==> config.mk <==
export PLATFORM = sky130hd
export DESIGN_NAME = prco_wb_lsu
export DESIGN_NICKNAME = d
export VERILOG_FILES = /design/src/rtl/prco_wb_lsu_pkg.sv /design/src/rtl/prco_wb_lsu_mem_tmo.sv /design/src/rtl/prco_wb_lsu.sv
export SDC_FILE = /design/constraint.sdc
export NUM_CORES = 1
export LEC_CHECK = 0
export BUFFER_PORTS_ARGS = -buffer_cell sky130_fd_sc_hd__clkbuf_2
export CORE_UTILIZATION = 40
export DETAILED_ROUTE_END_ITERATION = 10
export GPL_TIMING_DRIVEN = 1
export PLACE_DENSITY = 0.61
export SLEW_MARGIN = 20
export SYNTH_ARGS = -nofsm -noshare
export SYNTH_HDL_FRONTEND = slang
export SYNTH_SLANG_ARGS = --single-unit
==> constraint.sdc <==
create_clock -name i_clk -period 2.7 [get_ports i_clk]
set_clock_uncertainty 0.05 [all_clocks]
set_input_delay 0.135 -clock i_clk [delete_from_list [all_inputs] [get_ports i_clk]]
set_output_delay 0.135 -clock i_clk [all_outputs]
set_load 0.005 [all_outputs]
==> src/rtl/prco_wb_lsu_pkg.sv <==
// Shared definitions for the prco writeback / load-store unit:
// FSM state encoding, prco ISA opcode values, the status-register index
// and a helper that classifies opcodes writing their destination register.
package prco_wb_lsu_pkg;

    localparam int unsigned OP_W   = 5;
    // Register-file index that CMP writes its flags into.
    localparam int unsigned REG_SR = 7;

    typedef enum logic [2:0] {
        ST_IDLE  = 3'd0,
        ST_MEM   = 3'd1,
        ST_WB    = 3'd2,
        ST_DONE  = 3'd3,
        ST_FAULT = 3'd4
    } lsu_state_e;

    // prco ISA opcodes
    localparam logic [OP_W-1:0] PRCO_OP_NOP  = 5'h00;
    localparam logic [OP_W-1:0] PRCO_OP_MOV  = 5'h01;
    localparam logic [OP_W-1:0] PRCO_OP_MOVI = 5'h02;
    localparam logic [OP_W-1:0] PRCO_OP_ADD  = 5'h03;
    localparam logic [OP_W-1:0] PRCO_OP_ADDI = 5'h04;
    localparam logic [OP_W-1:0] PRCO_OP_SUBI = 5'h05;
    localparam logic [OP_W-1:0] PRCO_OP_OR   = 5'h06;
    localparam logic [OP_W-1:0] PRCO_OP_XOR  = 5'h07;
    localparam logic [OP_W-1:0] PRCO_OP_AND  = 5'h08;
    localparam logic [OP_W-1:0] PRCO_OP_CMP  = 5'h09;
    localparam logic [OP_W-1:0] PRCO_OP_JMP  = 5'h0A;
    localparam logic [OP_W-1:0] PRCO_OP_LW   = 5'h0B;
    localparam logic [OP_W-1:0] PRCO_OP_SW   = 5'h0C;

    // Opcodes whose result (or load data) lands in the destination register.
    function automatic logic writes_dst(input logic [OP_W-1:0] op);
        logic w;
        case (op)
            PRCO_OP_LW, PRCO_OP_MOV, PRCO_OP_MOVI, PRCO_OP_ADD, PRCO_OP_ADDI,
            PRCO_OP_SUBI, PRCO_OP_OR, PRCO_OP_XOR, PRCO_OP_AND: w = 1'b1;
            default:                                            w = 1'b0;
        endcase
        return w;
    endfunction

endpackage

==> src/rtl/prco_wb_lsu_mem_tmo.sv <==
// Memory-ack timeout counter: cleared when a request starts, counts each
// un-acked request cycle, flags terminal count on the cycle whose increment
// would reach TIMEOUT.
// Ports: i_clk/i_rst_n clock and async reset, i_clr clear, i_en count enable,
//        tc_c combinational terminal-count flag.
module prco_wb_lsu_mem_tmo #(
    parameter int unsigned TMO_W   = 8,
    parameter int unsigned TIMEOUT = 255
) (
    input  logic i_clk,
    input  logic i_rst_n,
    input  logic i_clr,
    input  logic i_en,
    output logic tc_c
);

    logic [TMO_W-1:0] cnt_q;
    logic [TMO_W-1:0] cnt_d;

    assign tc_c = (cnt_q == TMO_W'(TIMEOUT - 1));

    // Counter next value
    always_comb begin
        cnt_d = cnt_q;
        if (i_clr) begin
            cnt_d = '0;
        end else if (i_en && !tc_c) begin
            cnt_d = cnt_q + TMO_W'(1);
        end
    end

    always_ff @(posedge i_clk or negedge i_rst_n) begin
        if (!i_rst_n) begin
            cnt_q <= '0;
        end else begin
            cnt_q <= cnt_d;
        end
    end

endmodule

==> src/rtl/prco_wb_lsu.sv <==
// prco execute back end: takes the ALU's registered result, performs LW/SW
// over a req/ack data-memory port, writes back to the register file, SR or
// PC, then pulses fetch-enable to restart the pipeline.
// Ports:
//   i_clk, i_rst_n                 clock, async active-low reset
//   i_ce_reg, i_ce_ram             ALU result ready for writeback / memory
//   i_op, i_result, i_should_branch, i_dst, i_store_data   ALU payload
//   q_mem_req/we/addr/wdata, i_mem_ack, i_mem_rdata         data-memory port
//   q_reg_we/waddr/wdata           register-file write port
//   q_pc_we, q_pc                  PC load
//   q_ce_fetch                     instruction retired pulse
//   q_busy, q_fault                not idle / sticky memory timeout
module prco_wb_lsu
    import prco_wb_lsu_pkg::*;
#(
    parameter int unsigned DATA_W  = 16,
    parameter int unsigned ADDR_W  = 16,
    parameter int unsigned REG_AW  = 3,
    parameter int unsigned TIMEOUT = 255,
    parameter int unsigned TMO_W   = 8
) (
    input  logic              i_clk,
    input  logic              i_rst_n,
    input  logic              i_ce_reg,
    input  logic              i_ce_ram,
    input  logic [OP_W-1:0]   i_op,
    input  logic [DATA_W-1:0] i_result,
    input  logic              i_should_branch,
    input  logic [REG_AW-1:0] i_dst,
    input  logic [DATA_W-1:0] i_store_data,
    output logic              q_mem_req,
    output logic              q_mem_we,
    output logic [ADDR_W-1:0] q_mem_addr,
    output logic [DATA_W-1:0] q_mem_wdata,
    input  logic              i_mem_ack,
    input  logic [DATA_W-1:0] i_mem_rdata,
    output logic              q_reg_we,
    output logic [REG_AW-1:0] q_reg_waddr,
    output logic [DATA_W-1:0] q_reg_wdata,
    output logic              q_pc_we,
    output logic [DATA_W-1:0] q_pc,
    output logic              q_ce_fetch,
    output logic              q_busy,
    output logic              q_fault
);

    lsu_state_e        state_q, state_d;
    logic [OP_W-1:0]   op_q, op_d;
    logic [REG_AW-1:0] dst_q, dst_d;
    logic [DATA_W-1:0] data_q, data_d;       // ALU result or load data
    logic              branch_q, branch_d;

    logic              mem_req_q, mem_req_d;
    logic              mem_we_q, mem_we_d;
    logic [ADDR_W-1:0] mem_addr_q, mem_addr_d;
    logic [DATA_W-1:0] mem_wdata_q, mem_wdata_d;
    logic              reg_we_q, reg_we_d;
    logic [REG_AW-1:0] reg_waddr_q, reg_waddr_d;
    logic [DATA_W-1:0] reg_wdata_q, reg_wdata_d;
    logic              pc_we_q, pc_we_d;
    logic [DATA_W-1:0] pc_q, pc_d;
    logic              ce_fetch_q, ce_fetch_d;
    logic              busy_q, busy_d;
    logic              fault_q, fault_d;

    logic              tmo_clr;
    logic              tmo_en;
    logic              tmo_tc;

    prco_wb_lsu_mem_tmo #(
        .TMO_W   (TMO_W),
        .TIMEOUT (TIMEOUT)
    ) u_mem_tmo (
        .i_clk   (i_clk),
        .i_rst_n (i_rst_n),
        .i_clr   (tmo_clr),
        .i_en    (tmo_en),
        .tc_c    (tmo_tc)
    );

    // Next-state and registered-output logic
    always_comb begin
        state_d     = state_q;
        op_d        = op_q;
        dst_d       = dst_q;
        data_d      = data_q;
        branch_d    = branch_q;
        mem_req_d   = mem_req_q;
        mem_we_d    = mem_we_q;
        mem_addr_d  = mem_addr_q;
        mem_wdata_d = mem_wdata_q;
        reg_we_d    = 1'b0;
        reg_waddr_d = reg_waddr_q;
        reg_wdata_d = reg_wdata_q;
        pc_we_d     = 1'b0;
        pc_d        = pc_q;
        ce_fetch_d  = 1'b0;
        fault_d     = fault_q;
        tmo_clr     = 1'b0;
        tmo_en      = 1'b0;

        case (state_q)
            ST_IDLE: begin
                // Memory path has priority when both enables arrive together.
                if (i_ce_ram) begin
                    mem_addr_d  = i_result[ADDR_W-1:0];
                    mem_wdata_d = i_store_data;
                    mem_we_d    = (i_op == PRCO_OP_SW);
                    mem_req_d   = 1'b1;
                    op_d        = i_op;
                    dst_d       = i_dst;
                    tmo_clr     = 1'b1;
                    state_d     = ST_MEM;
                end else if (i_ce_reg) begin
                    op_d     = i_op;
                    data_d   = i_result;
                    dst_d    = i_dst;
                    branch_d = i_should_branch;
                    state_d  = ST_WB;
                end
            end
            ST_MEM: begin
                if (i_mem_ack) begin
                    mem_req_d = 1'b0;
                    if (op_q == PRCO_OP_LW) begin
                        data_d  = i_mem_rdata;
                        state_d = ST_WB;
                    end else begin
                        state_d = ST_DONE;
                    end
                end else if (tmo_tc) begin
                    mem_req_d = 1'b0;
                    fault_d   = 1'b1;
                    state_d   = ST_FAULT;
                end else begin
                    tmo_en = 1'b1;
                end
            end
            ST_WB: begin
                if (writes_dst(op_q)) begin
                    reg_we_d    = 1'b1;
                    reg_waddr_d = dst_q;
                    reg_wdata_d = data_q;
                end else if (op_q == PRCO_OP_CMP) begin
                    reg_we_d    = 1'b1;
                    reg_waddr_d = REG_AW'(REG_SR);
                    reg_wdata_d = data_q;
                end else if (op_q == PRCO_OP_JMP) begin
                    pc_we_d = branch_q;
                    pc_d    = data_q;
                end
                state_d = ST_DONE;
            end
            ST_DONE: begin
                ce_fetch_d = 1'b1;
                state_d    = ST_IDLE;
            end
            ST_FAULT: begin
                state_d = ST_FAULT;
            end
            default: begin
                state_d = ST_IDLE;
            end
        endcase

        busy_d = (state_d != ST_IDLE);
    end

    always_ff @(posedge i_clk or negedge i_rst_n) begin
        if (!i_rst_n) begin
            state_q     <= ST_IDLE;
            op_q        <= '0;
            dst_q       <= '0;
            data_q      <= '0;
            branch_q    <= 1'b0;
            mem_req_q   <= 1'b0;
            mem_we_q    <= 1'b0;
            mem_addr_q  <= '0;
            mem_wdata_q <= '0;
            reg_we_q    <= 1'b0;
            reg_waddr_q <= '0;
            reg_wdata_q <= '0;
            pc_we_q     <= 1'b0;
            pc_q        <= '0;
            ce_fetch_q  <= 1'b0;
            busy_q      <= 1'b0;
            fault_q     <= 1'b0;
        end else begin
            state_q     <= state_d;
            op_q        <= op_d;
            dst_q       <= dst_d;
            data_q      <= data_d;
            branch_q    <= branch_d;
            mem_req_q   <= mem_req_d;
            mem_we_q    <= mem_we_d;
            mem_addr_q  <= mem_addr_d;
            mem_wdata_q <= mem_wdata_d;
            reg_we_q    <= reg_we_d;
            reg_waddr_q <= reg_waddr_d;
            reg_wdata_q <= reg_wdata_d;
            pc_we_q     <= pc_we_d;
            pc_q        <= pc_d;
            ce_fetch_q  <= ce_fetch_d;
            busy_q      <= busy_d;
            fault_q     <= fault_d;
        end
    end

    assign q_mem_req   = mem_req_q;
    assign q_mem_we    = mem_we_q;
    assign q_mem_addr  = mem_addr_q;
    assign q_mem_wdata = mem_wdata_q;
    assign q_reg_we    = reg_we_q;
    assign q_reg_waddr = reg_waddr_q;
    assign q_reg_wdata = reg_wdata_q;
    assign q_pc_we     = pc_we_q;
    assign q_pc        = pc_q;
    assign q_ce_fetch  = ce_fetch_q;
    assign q_busy      = busy_q;
    assign q_fault     = fault_q;

endmodule
# ---- Yosys cells after proc, flatten, opt, wreduce, memory -nomap -nowiden
# Memory sizes are Yosys's and may differ from the RTL's.
# Cells that the tools add are included.
dict set report op_classes {
  n_addsub 1
  n_eq_ne 15
  n_mux 40
  n_bitwise 4
  reduce_logical 16
}
# op count
set ops {}
lappend ops {{two-way mux 16 bit} 6}
lappend ops {{one-hot mux 16 bit (2 select lines)} 1}
lappend ops {{two-way mux 3 bit} 8}
lappend ops {{== test 5 x 4 -> 1 bit (second input constant)} 4}
lappend ops {{two-way mux 1 bit} 19}
lappend ops {{two-way mux 8 bit} 2}
lappend ops {{one-hot mux 3 bit (4 select lines)} 1}
lappend ops {{two-way mux 5 bit} 2}
lappend ops {{inequality test 2 bit (second input constant)} 5}
lappend ops {{AND reduction 3 bit} 3}
lappend ops {{adder 8 x 1 -> 8 bit (second input constant)} 1}
lappend ops {{== test 8 bit (second input constant)} 1}
lappend ops {{nonzero test 2 bit} 4}
lappend ops {{== test 3 x 2 -> 1 bit (second input constant)} 2}
lappend ops {{AND reduction 2 bit} 3}
lappend ops {{AND reduction 5 bit} 1}
lappend ops {{inverter 1 bit} 4}
lappend ops {{AND reduction 4 bit} 1}
lappend ops {{== test 3 x 1 -> 1 bit (second input constant)} 1}
lappend ops {{== test 3 bit (second input constant)} 1}
lappend ops {{logical NOT 3 bit} 1}
lappend ops {{inequality test 3 x 2 -> 1 bit (second input constant)} 1}
lappend ops {{nonzero test 3 bit} 1}
lappend ops {{one-hot mux 1 bit (2 select lines)} 1}
lappend ops {{other kinds (2)} 2}
dict set report word_totals {
  regBits 110
  rom_bits 16
  in_bits 62
  output_inout_bits 74
  wordCells 95
  mem_count 1
}
# memory words width read_ports rd_ports_with_merged_regs wr line_no
set memory_table {}
lappend memory_table {{(no name shown)} 16 1 1 0 0 prco_wb_lsu_pkg.sv:36} ;# case (op)

# ---- Depth between registers and ports, before layout
# Gate-level depths: netlist of run 1.
dict set report depth {
  ltp_word 7
  mapped_depth 8
  depth_no_buf 7
}

# ---- Cells and area by module
# From an unflattened synthesis of run 1, not the netlist that was laid out.
dict set report unflattened {
  hier_cells 346
  hier_area_um2 4675.7
}
# module n_inst cells_per_inst area_each_um2 seq_area_each_um2
set by_module_without_submodules {}
lappend by_module_without_submodules {prco_wb_lsu 1 296 4187.8 2552.4}
lappend by_module_without_submodules {prco_wb_lsu_mem_tmo 1 50 488.0 200.2}

# ---- Worst setup path after synthesis of run 1
# Ideal clock, no wire load.
dict set report synth_path {
  path_kind {register -> register}
  startpoint {reg op_q[0]}
  endpoint {reg reg_wdata_q[10] (netlist: q_reg_wdata[10])}
  setup_ns 0.125
  arrival_ns 1.733
  t_required_ns 2.525
  slack_ns 0.793
  path_stages_with_launch 8
  n_path_buf 1
  synth_period_minus_slack_ns 1.907
  path_cell_list {dfrtp_1 inv_1 ha_1 nor2b_1 o22ai_1 nand2_2 buf_6 mux2_2}
}
dict set report synth_between {
  elab_chain_cells 5
  word_cells_on_any_way 7
  classes_between {eq/ne: 1; mux: 3; reduce/logical: 2; memory: 1}
}
# element line_no
set synth_lines {}
lappend synth_lines {{from (decl)} prco_wb_lsu.sv:48} ;# logic [OP_W-1:0] op_q, op_d;
lappend synth_lines {{from (signal assigned)} prco_wb_lsu.sv:190} ;# op_q <= op_d;
lappend synth_lines {{memory (16 x 1 bit)} --}
lappend synth_lines {{two-way mux 1 bit} prco_wb_lsu_pkg.sv:36}
lappend synth_lines {{two-way mux 1 bit} prco_wb_lsu.sv:102} ;# case (state_q)
lappend synth_lines {{nonzero test 2 bit (no line)} --}
lappend synth_lines {{AND reduction 2 bit (no line)} --}
lappend synth_lines {{to (signal assigned)} prco_wb_lsu.sv:200} ;# reg_wdata_q <= reg_wdata_d;
lappend synth_lines {{to (decl)} prco_wb_lsu.sv:59} ;# logic [DATA_W-1:0] reg_wdata_q, reg_wdata_d;
# Several ways; a longest one is shown, not always the timed one. The select of a mux whose other input is x is not followed.
# A chain may end at the register's enable or synchronous reset.

# ---- Worst setup path after layout of run 1
dict set report layout_path {
  startpoint {reg state_q[0]}
  endpoint {reg mem_wdata_q[1] (netlist: q_mem_wdata[1])}
}
dict set report layout_between {
  elab_chain_cells 2
}
# element line_no
set layout_lines {}
lappend layout_lines {{from (decl)} prco_wb_lsu.sv:47} ;# lsu_state_e state_q, state_d;
lappend layout_lines {{from (signal assigned)} prco_wb_lsu.sv:189} ;# state_q <= state_d;
lappend layout_lines {{logical NOT 3 bit} prco_wb_lsu.sv:102}
lappend layout_lines {{AND reduction 2 bit (no line)} --}
lappend layout_lines {{to (signal assigned)} prco_wb_lsu.sv:197} ;# mem_wdata_q <= mem_wdata_d;
lappend layout_lines {{to (decl)} prco_wb_lsu.sv:56} ;# logic [DATA_W-1:0] mem_wdata_q, mem_wdata_d;
# No other way between the ends.

==> impl_metrics.py, run 1 <==
metrics = {
    "status": {
        "status": "completed",
    },
    "cts": {
        "cts_tree": "done",
        "hold_buffers": 42,
        "cts_sinks": 110,
        "cts_resized": 0,
        "clk_latency_ps": 340,
        "cts_setup_buffers": 0,
        "cts.clk_slew.worst_paths_ps": 70,
        "numCtsBuffers": 9,
        "htreeDepth": 3,
        "clock_path_buffers": 2,
        "cts_root_buffer": "clkbuf_16",
    },
    "global_routing": {
        "grt_pass1_wl_mm": 17.0,
        "grt_use_total_pct": 18.6,
        "grt_max_degree": 43,
        "grt_pass1_vias": 3467,
        "antenna_found_initial": 0,
        "overflow": 0,
    },
    "sta": {
        "worst_pin_slew_ps": 562,
        "fmax_ghz": 0.460,
        "fin_crit_sh_pct": 80.5,
        "finalCriticalPeriod_ps": 2170,
        "timing.final.ws_setup_ps": 525,
        "setup_viol": 0,
        "hold_viol_final": 0,
        "rsz0062_at_grt": "no",
        "slew_headroom_pct": 62.6,
        "fin_tns_setup_ps": 0,
        "drv_slew": 0,
    },
    "route": {
        "route.detailed.drc": 0,
        "dr.pass1.iters": 4,
        "drt-initial-drc-count": 96,
        "antenna_left": 0,
        "via_count": 3443,
        "wl_met1_mm": 5.09,
        "top_layer": "met4",
        "dr_wl_met3_um": 658,
        "wire_per_inst_um": 15.3,
        "viasPerCell": 4.80,
        "wirelength_mm": 11.0,
        "route.met2.wl_mm": 5.17,
    },
    "placement": {
        "pre_cts_slack_ps": 531,
        "gp_congestion": 0.783,
        "dp_cells": 659,
        "hpwl_mm": 7.46,
        "port-buffer-count": 135,
    },
    "pwr": {
        "cellPowerDensity_nw_per_um2": 1050,
        "peakVddDrop_uv": 578,
        "power_w": 0.00665,
        "power_leakage_nw": 3.24,
    },
    "floorplan": {
        "io_pins": 136,
        "die_x_um": 110,
        "initial_core_util_pct": 41.1,
        "chipHeight_um": 110,
        "die_area_um2": 12200,
        "core-area_um2": 11400,
        "std_cell_rows": 39,
    },
    "critical_path": {
        "critPathSlowestCell": "dfrtp_1",
        "path_max_fanout": 29,
        "critical_path.max_stage_delay_ps": 590,
        "reg2regPathDepth": 5,
        "crit_top_cell": "nand2_1",
        "cp.arrival_ps": 2400,
        "end_kind": "flop",
        "critPathKind": "flop to flop",
        "cp.required_ps": 2930,
        "start_kind": "flop",
        "cp_cell_sequence": "nor3_1 > and2_1 > buf_12 > nand2_1 > nand2_1",
    },
    "run": {
        "cap_violations": 0,
    },
    "cells_and_area": {
        "instances_no_fill": 717,
        "antennaDiodeCount": 0,
        "syn2layout_area_growth_pct": 34.3,
        "drive_gt1_share_pct": 41.1,
        "fin_nets": 637,
        "finish.utilization_pct": 55.2,
        "n_fill_cell": 978,
    },
    "logic_synthesis": {
        "syn_inst": 391,
        "ys.flop_type": "dfrtp_1",
        "synthDistinctLibCells": 44,
        "avgSynthCellArea_um2": 12.0,
        "yosys_warnings": 0,
        "syn_area_um2": 4700,
        "synth-edff-count": 0,
        "synth_nets": 459,
        "ys_seq_elements": 110,
        "synth_seq_area_share_pct": 58.6,
        "ys_async_sr_fraction_pct": 100,
    },
    "hold_path": {
        "hold_path_class": "input port to flop",
        "hold_depth": 3,
    },
}
[final timing paths]
kind                               startpoint        endpoint  slack, ps
worst min-delay path                 i_ce_reg          q_busy         40
worst max-delay path               state_q[0]  q_mem_wdata[1]        530
worst max register to register     state_q[0]  q_mem_wdata[1]        530
worst min register to register  q_mem_addr[9]   q_mem_addr[9]        420
min in group asynchronous             i_rst_n  q_mem_wdata[6]        270
max in group asynchronous             i_rst_n        q_pc[14]       1570
[stage by stage]
step	hold WS [ps]	cell area, µm²
2_1_floorplan	-211	4700
3_3_place_gp	103	5540
3_5_place_dp	97.4	5540
4_1_cts	23.3	6310
5_1_grt	64.5	6310
6_report	36.4	6310
[final cells by class]
| type | instances | area, µm² | share of cell area, % |
|---|---|---|---|
| Clock buffer | 11 | 243 | 3.85 |
| Clock inverter | 5 | 106 | 1.69 |
| Inverter | 6 | 22.5 | 0.357 |
| Multi-Input combinational cell | 258 | 1830 | 29.0 |
| Sequential cell | 110 | 2750 | 43.6 |
| Tap cell | 143 | 179 | 2.84 |
| Timing Repair Buffer | 184 | 1180 | 18.6 |
[routing by layer]
layer / up-vias / global-route usage [%]
li1: 1679 / -
met1: 1663 / 23.5
met2: 95 / 31.1
met3: 6 / 6.11
met4: 0 / 3.85
met5: - / 0
[Yosys cell counts (all sizes together) (3+ instances only)]
master,count,area [µm²]
o21ai,7,38.8
buf,12,73.8
nand4,4,40.0
nor3,3,15.0
inv,6,22.5
nand3,3,15.0
mux2,71,837
clkbuf,5,18.8
a21oi,6,30.0
nand2,110,415
nor2b,6,37.5
and3,4,25.0
o22a,3,26.3
a31oi,3,18.8
ha,6,75.1
nor2,5,18.8
dfrtp,110,2750
nand2b,3,18.8
[cells by family after synthesis]
family,share of synthesized area (%)
AO/OA/AOI/OAI,4.24
flip-flops,58.6
buffers and inverters,2.45
AND/OR/NAND/NOR,14.7
multiplexers,18.2
adder cells (fa/ha/maj),1.81
[worst max-delay path: cells and delay by family (launching register included)]
| kind | cells | cell delay [ps] |
|---|---|---|
| and+or+nand+nor | 4 | 1200 |
| buffers and inverters | 1 | 260 |
| DFF | 1 | 590 |
[layout by cell type (no fill, tap or decap), types with 4 or more instances in the layout]
master,Yosys,layout
a21oi_1,6,6
and3_1,4,4
clkbuf_16,0,9
dlygate4sd3_1,0,42
mux2_2,61,61
nand2_1,109,109
inv_1,5,5
clkbuf_2,0,134
buf_4,1,6
dfrtp_1,110,110
mux2_4,10,10
ha_1,6,6
o21ai_0,6,6
nor2_1,5,5
nor2b_1,6,6
[sequential cells by signal, indices dropped and copies added (netlist names)]
name             flops
q_reg_we             1
u_mem_tmo.cnt_q      8
q_reg_wdata         16
q_ce_fetch           1
op_q                 5
q_reg_waddr          3
q_busy               1
dst_q                3
q_pc                16
q_mem_wdata         16
q_fault              1
state_q              3
data_q              16
q_pc_we              1
q_mem_we             1
q_mem_req            1
q_mem_addr          16
branch_q             1
[where the power goes]
part	switching, W	internal, W	total [W]
Sequential	0.000512	0.00238	0.00289
Combinational	0.00102	0.00122	0.00224
Clock	0.000582	0.000934	0.00152
Total	0.00211	0.00453	0.00665
Power figures use the tool's default switching activity.
==> run 2: changes to the inputs <==
--- a/config.mk
+++ b/config.mk
@@ -5,11 +5,12 @@
 export SDC_FILE = /design/constraint.sdc
 export NUM_CORES = 1
 export LEC_CHECK = 0
+export ABC_AREA = 1
 export BUFFER_PORTS_ARGS = -buffer_cell sky130_fd_sc_hd__clkbuf_2
 export CORE_UTILIZATION = 40
 export DETAILED_ROUTE_END_ITERATION = 10
 export GPL_TIMING_DRIVEN = 1
-export PLACE_DENSITY = 0.61
+export PLACE_DENSITY = 0.63
 export SLEW_MARGIN = 20
 export SYNTH_ARGS = -nofsm -noshare
 export SYNTH_HDL_FRONTEND = slang
==> constraint.sdc (replaced) <==
create_clock -name i_clk -period 2 [get_ports i_clk]
set_clock_uncertainty 0.05 [all_clocks]
set_input_delay 0.1 -clock i_clk [delete_from_list [all_inputs] [get_ports i_clk]]
set_output_delay 0.1 -clock i_clk [all_outputs]
set_load 0.005 [all_outputs]
==> impl_metrics.py, run 2 <==
metrics = {
    "logic_synthesis": {
        "synth-edff-count": 0,
        "ys.flop_type": "dfrtp_1",
        "syn_area_um2": 4850,
        "synth_nets": 629,
        "ys_seq_elements": 110,
        "avgSynthCellArea_um2": 8.64,
        "syn_inst": 561,
        "synth_seq_area_share_pct": 56.8,
        "synthDistinctLibCells": 33,
        "yosys.area.top_type": "dfrtp_1",
        "synth_common_cells": "235 x nand2_1, 110 x dfrtp_1, 39 x inv_1, 32 x nand3_1, 28 x o21ai_0",
        "ys_async_sr_fraction_pct": 100,
        "yosys_warnings": 0,
        "yosysMostFrequentCell": "nand2_1",
        "ys_top_cells_by_area": "dfrtp_1 57%, nand2_1 18%, nand3_1 3.3%",
        "synth_top_area_share_pct": 56.8,
    },
    "cts": {
        "numCtsBuffers": 9,
        "cts_root_buffer": "clkbuf_16",
        "cts_sinks": 110,
        "cts_tree": "done",
        "clock_path_buffers": 2,
        "cts_setup_buffers": 0,
        "htreeDepth": 3,
        "clk_latency_ps": 340,
        "cts.clk_slew.worst_paths_ps": 70,
    },
    "critical_path": {
        "end_kind": "flop",
        "critPathKind": "flop to flop",
        "critical_path.top_delay_family": "buffers and inverters",
        "startpoint": "state_q[1]",
        "cp_cell_sequence": "inv_1 > nand2_1 > nor2_2 > nand2_2 > o31ai_1 > dlygate4sd3_1",
        "cp.arrival_ps": 2120,
        "start_kind": "flop",
        "cp.buffers_inverters": 2,
        "reg2reg_slack_ps": 120,
        "critical_path.max_stage_delay_ps": 580,
        "path_max_fanout": 10,
        "reg2regPathDepth": 6,
        "cp.required_ps": 2230,
        "critPathSlowestCell": "dlygate4sd3_1",
        "timing.rr.end": "q_mem_we",
        "rr_startpoint": "state_q[1]",
    },
    "cells_and_area": {
        "antennaDiodeCount": 0,
        "n_fill_cell": 1084,
        "instances_no_fill": 882,
        "syn2layout_area_growth_pct": 30.6,
        "final_common_cell": "nand2_1",
        "fin_area_um2": 6330,
        "final_cell_mix": "233 x nand2_1, 134 x clkbuf_2, 110 x dfrtp_1",
        "fin_nets": 802,
        "drive_gt1_share_pct": 24.9,
    },
    "route": {
        "viasPerCell": 4.78,
        "drt-initial-drc-count": 243,
        "via_count": 4215,
        "route.detailed.drc": 6,
        "antenna_left": 0,
        "dr.pass1.iters": 10,
        "wire_per_inst_um": 13.5,
        "wirelength_mm": 11.9,
    },
    "hold_path": {
        "hold_end": "data_q[11]",
        "hold_depth": 5,
        "hold_path_class": "input port to flop",
        "hp-start": "i_mem_rdata[11]",
    },
    "sta": {
        "drv_slew": 0,
        "fin_crit_sh_pct": 94.2,
        "fmax_ghz": 0.531,
        "fin_tns_setup_ps": 0,
        "rsz0062_at_grt": "no",
        "hold_viol_final": 0,
        "worst_pin_slew_ps": 597,
        "timing.final.ws_setup_ps": 116,
        "slew_headroom_pct": 60.2,
        "setup_viol": 0,
        "finalCriticalPeriod_ps": 1880,
    },
    "global_routing": {
        "grt_pass1_vias": 4232,
        "antenna_found_initial": 0,
        "grt_max_degree": 111,
        "grt_use_total_pct": 20.2,
        "grt_pass1_wl_mm": 20.3,
        "overflow": 0,
    },
    "placement": {
        "placed_area_um2": 5630,
        "pre_cts_slack_ps": 86.7,
        "port-buffer-count": 135,
        "hpwl_mm": 8.23,
        "dp_cells": 824,
        "gp_congestion": 0.805,
    },
    "status": {
        "status": "complete, but fails checks",
        "violations": "DRC",
    },
    "pwr": {
        "cellPowerDensity_nw_per_um2": 1340,
        "power_leakage_nw": 3.57,
        "peakVddDrop_uv": 797,
    },
    "floorplan": {
        "std_cell_rows": 39,
        "initial_core_util_pct": 41.7,
        "die_area_um2": 12600,
        "die_x_um": 112,
        "core-area_um2": 11600,
        "chipHeight_um": 112,
        "io_pins": 136,
    },
    "run": {
        "cap_violations": 0,
    },
}
==> run 2: cell count changes in the layout (fill, tap and decap cells not counted), sizes merged, moves of 3 or more <==
cell,delta
nand2,+132
mux2,-71
inv,+40
nand3,+32
o21ai,+31
nand4,+18
nor2,+15
nor2b,-6
and3,-4
a31oi,-3
bufinv,-3
nand2b,-3
o22a,-3
==> run 2: cell families (layout without fill, tap and decap cells) <==
kind of cell	count (synthesis)	after routing	synth area share, %
simple gates	322	322	28.6
flops	110	110	56.8
buf+inv	69	247	6.84
compound gates	51	51	5.65
fa+ha+maj	6	6	1.55
xor+xnor	3	3	0.542
==> run 2: power breakdown <==
part	switching (W)	internal, W	leakage [nW]
sequential	0.000625	0.00312	1.41
clock	0.000802	0.000917	0.135
combinational	0.00182	0.00120	2.02
total	0.00325	0.00523	3.57
==> run 2: how the worst max path moves through the flow <==
| stage | endpoint | slack, ps | cells after the start |
|---|---|---|---|
| 6_report | q_mem_we | 120 | 6 |
| 2_1_floorplan | q_reg_waddr[0] | 360 | 9 |
| 3_3_place_gp | q_reg_wdata[14] | 210 | 8 |
| 4_1_cts | q_reg_wdata[1] | 70 | 8 |
| 3_5_place_dp | q_reg_wdata[1] | 90 | 8 |
| 5_1_grt | q_mem_we | 30 | 6 |
==> run 2: repair_timing <==
item                                    CTS  global route
hold buffers                             42             0
endpoints found under the hold margin   151             0
endpoints found under the setup margin    0            19
resized for setup                         0             1
==> run 2: routing by layer <==
layer  wire length [µm]  track usage (%)  share of wire (%)  up-vias
li1                   -                -                  -     2123
met5                  0                0                  0        -
met1               5600             27.2                 47     1961
met4                110             4.89               0.92        0
met3                698             5.72                5.8       10
met2               5530             32.3                 46      121
==> run 2: area by class of cell <==
cell class / count / area, µm² / share of cell area [%]
multi-input cells: 382 / 1770 / 27.9
flip-flops and latches: 110 / 2750 / 43.5
clock inverters: 4 / 28.8 / 0.454
clock buffers: 12 / 256 / 4.05
repair buffers: 185 / 1170 / 18.5
well taps: 143 / 179 / 2.82
inverters: 46 / 176 / 2.79
==> run 2: stage by stage <==
step                utilization, %  hold slack, ps  power [W]
floorplan                        -            -246    0.00551
global placement              48.4             177    0.00661
detailed placement            48.4             178    0.00673
CTS                           54.5            11.3    0.00853
global route                  54.5            25.0    0.00917
finish                        54.5            22.9    0.00848
==> run 2: worst reg2reg max path: cells and delay by family, from the launching register on <==
kind	cells	cell delay (ps)
DFF	1	420
and+or+nand+nor	3	430
AOI/OAI and AO/OA	1	230
buffers and inverters	2	690
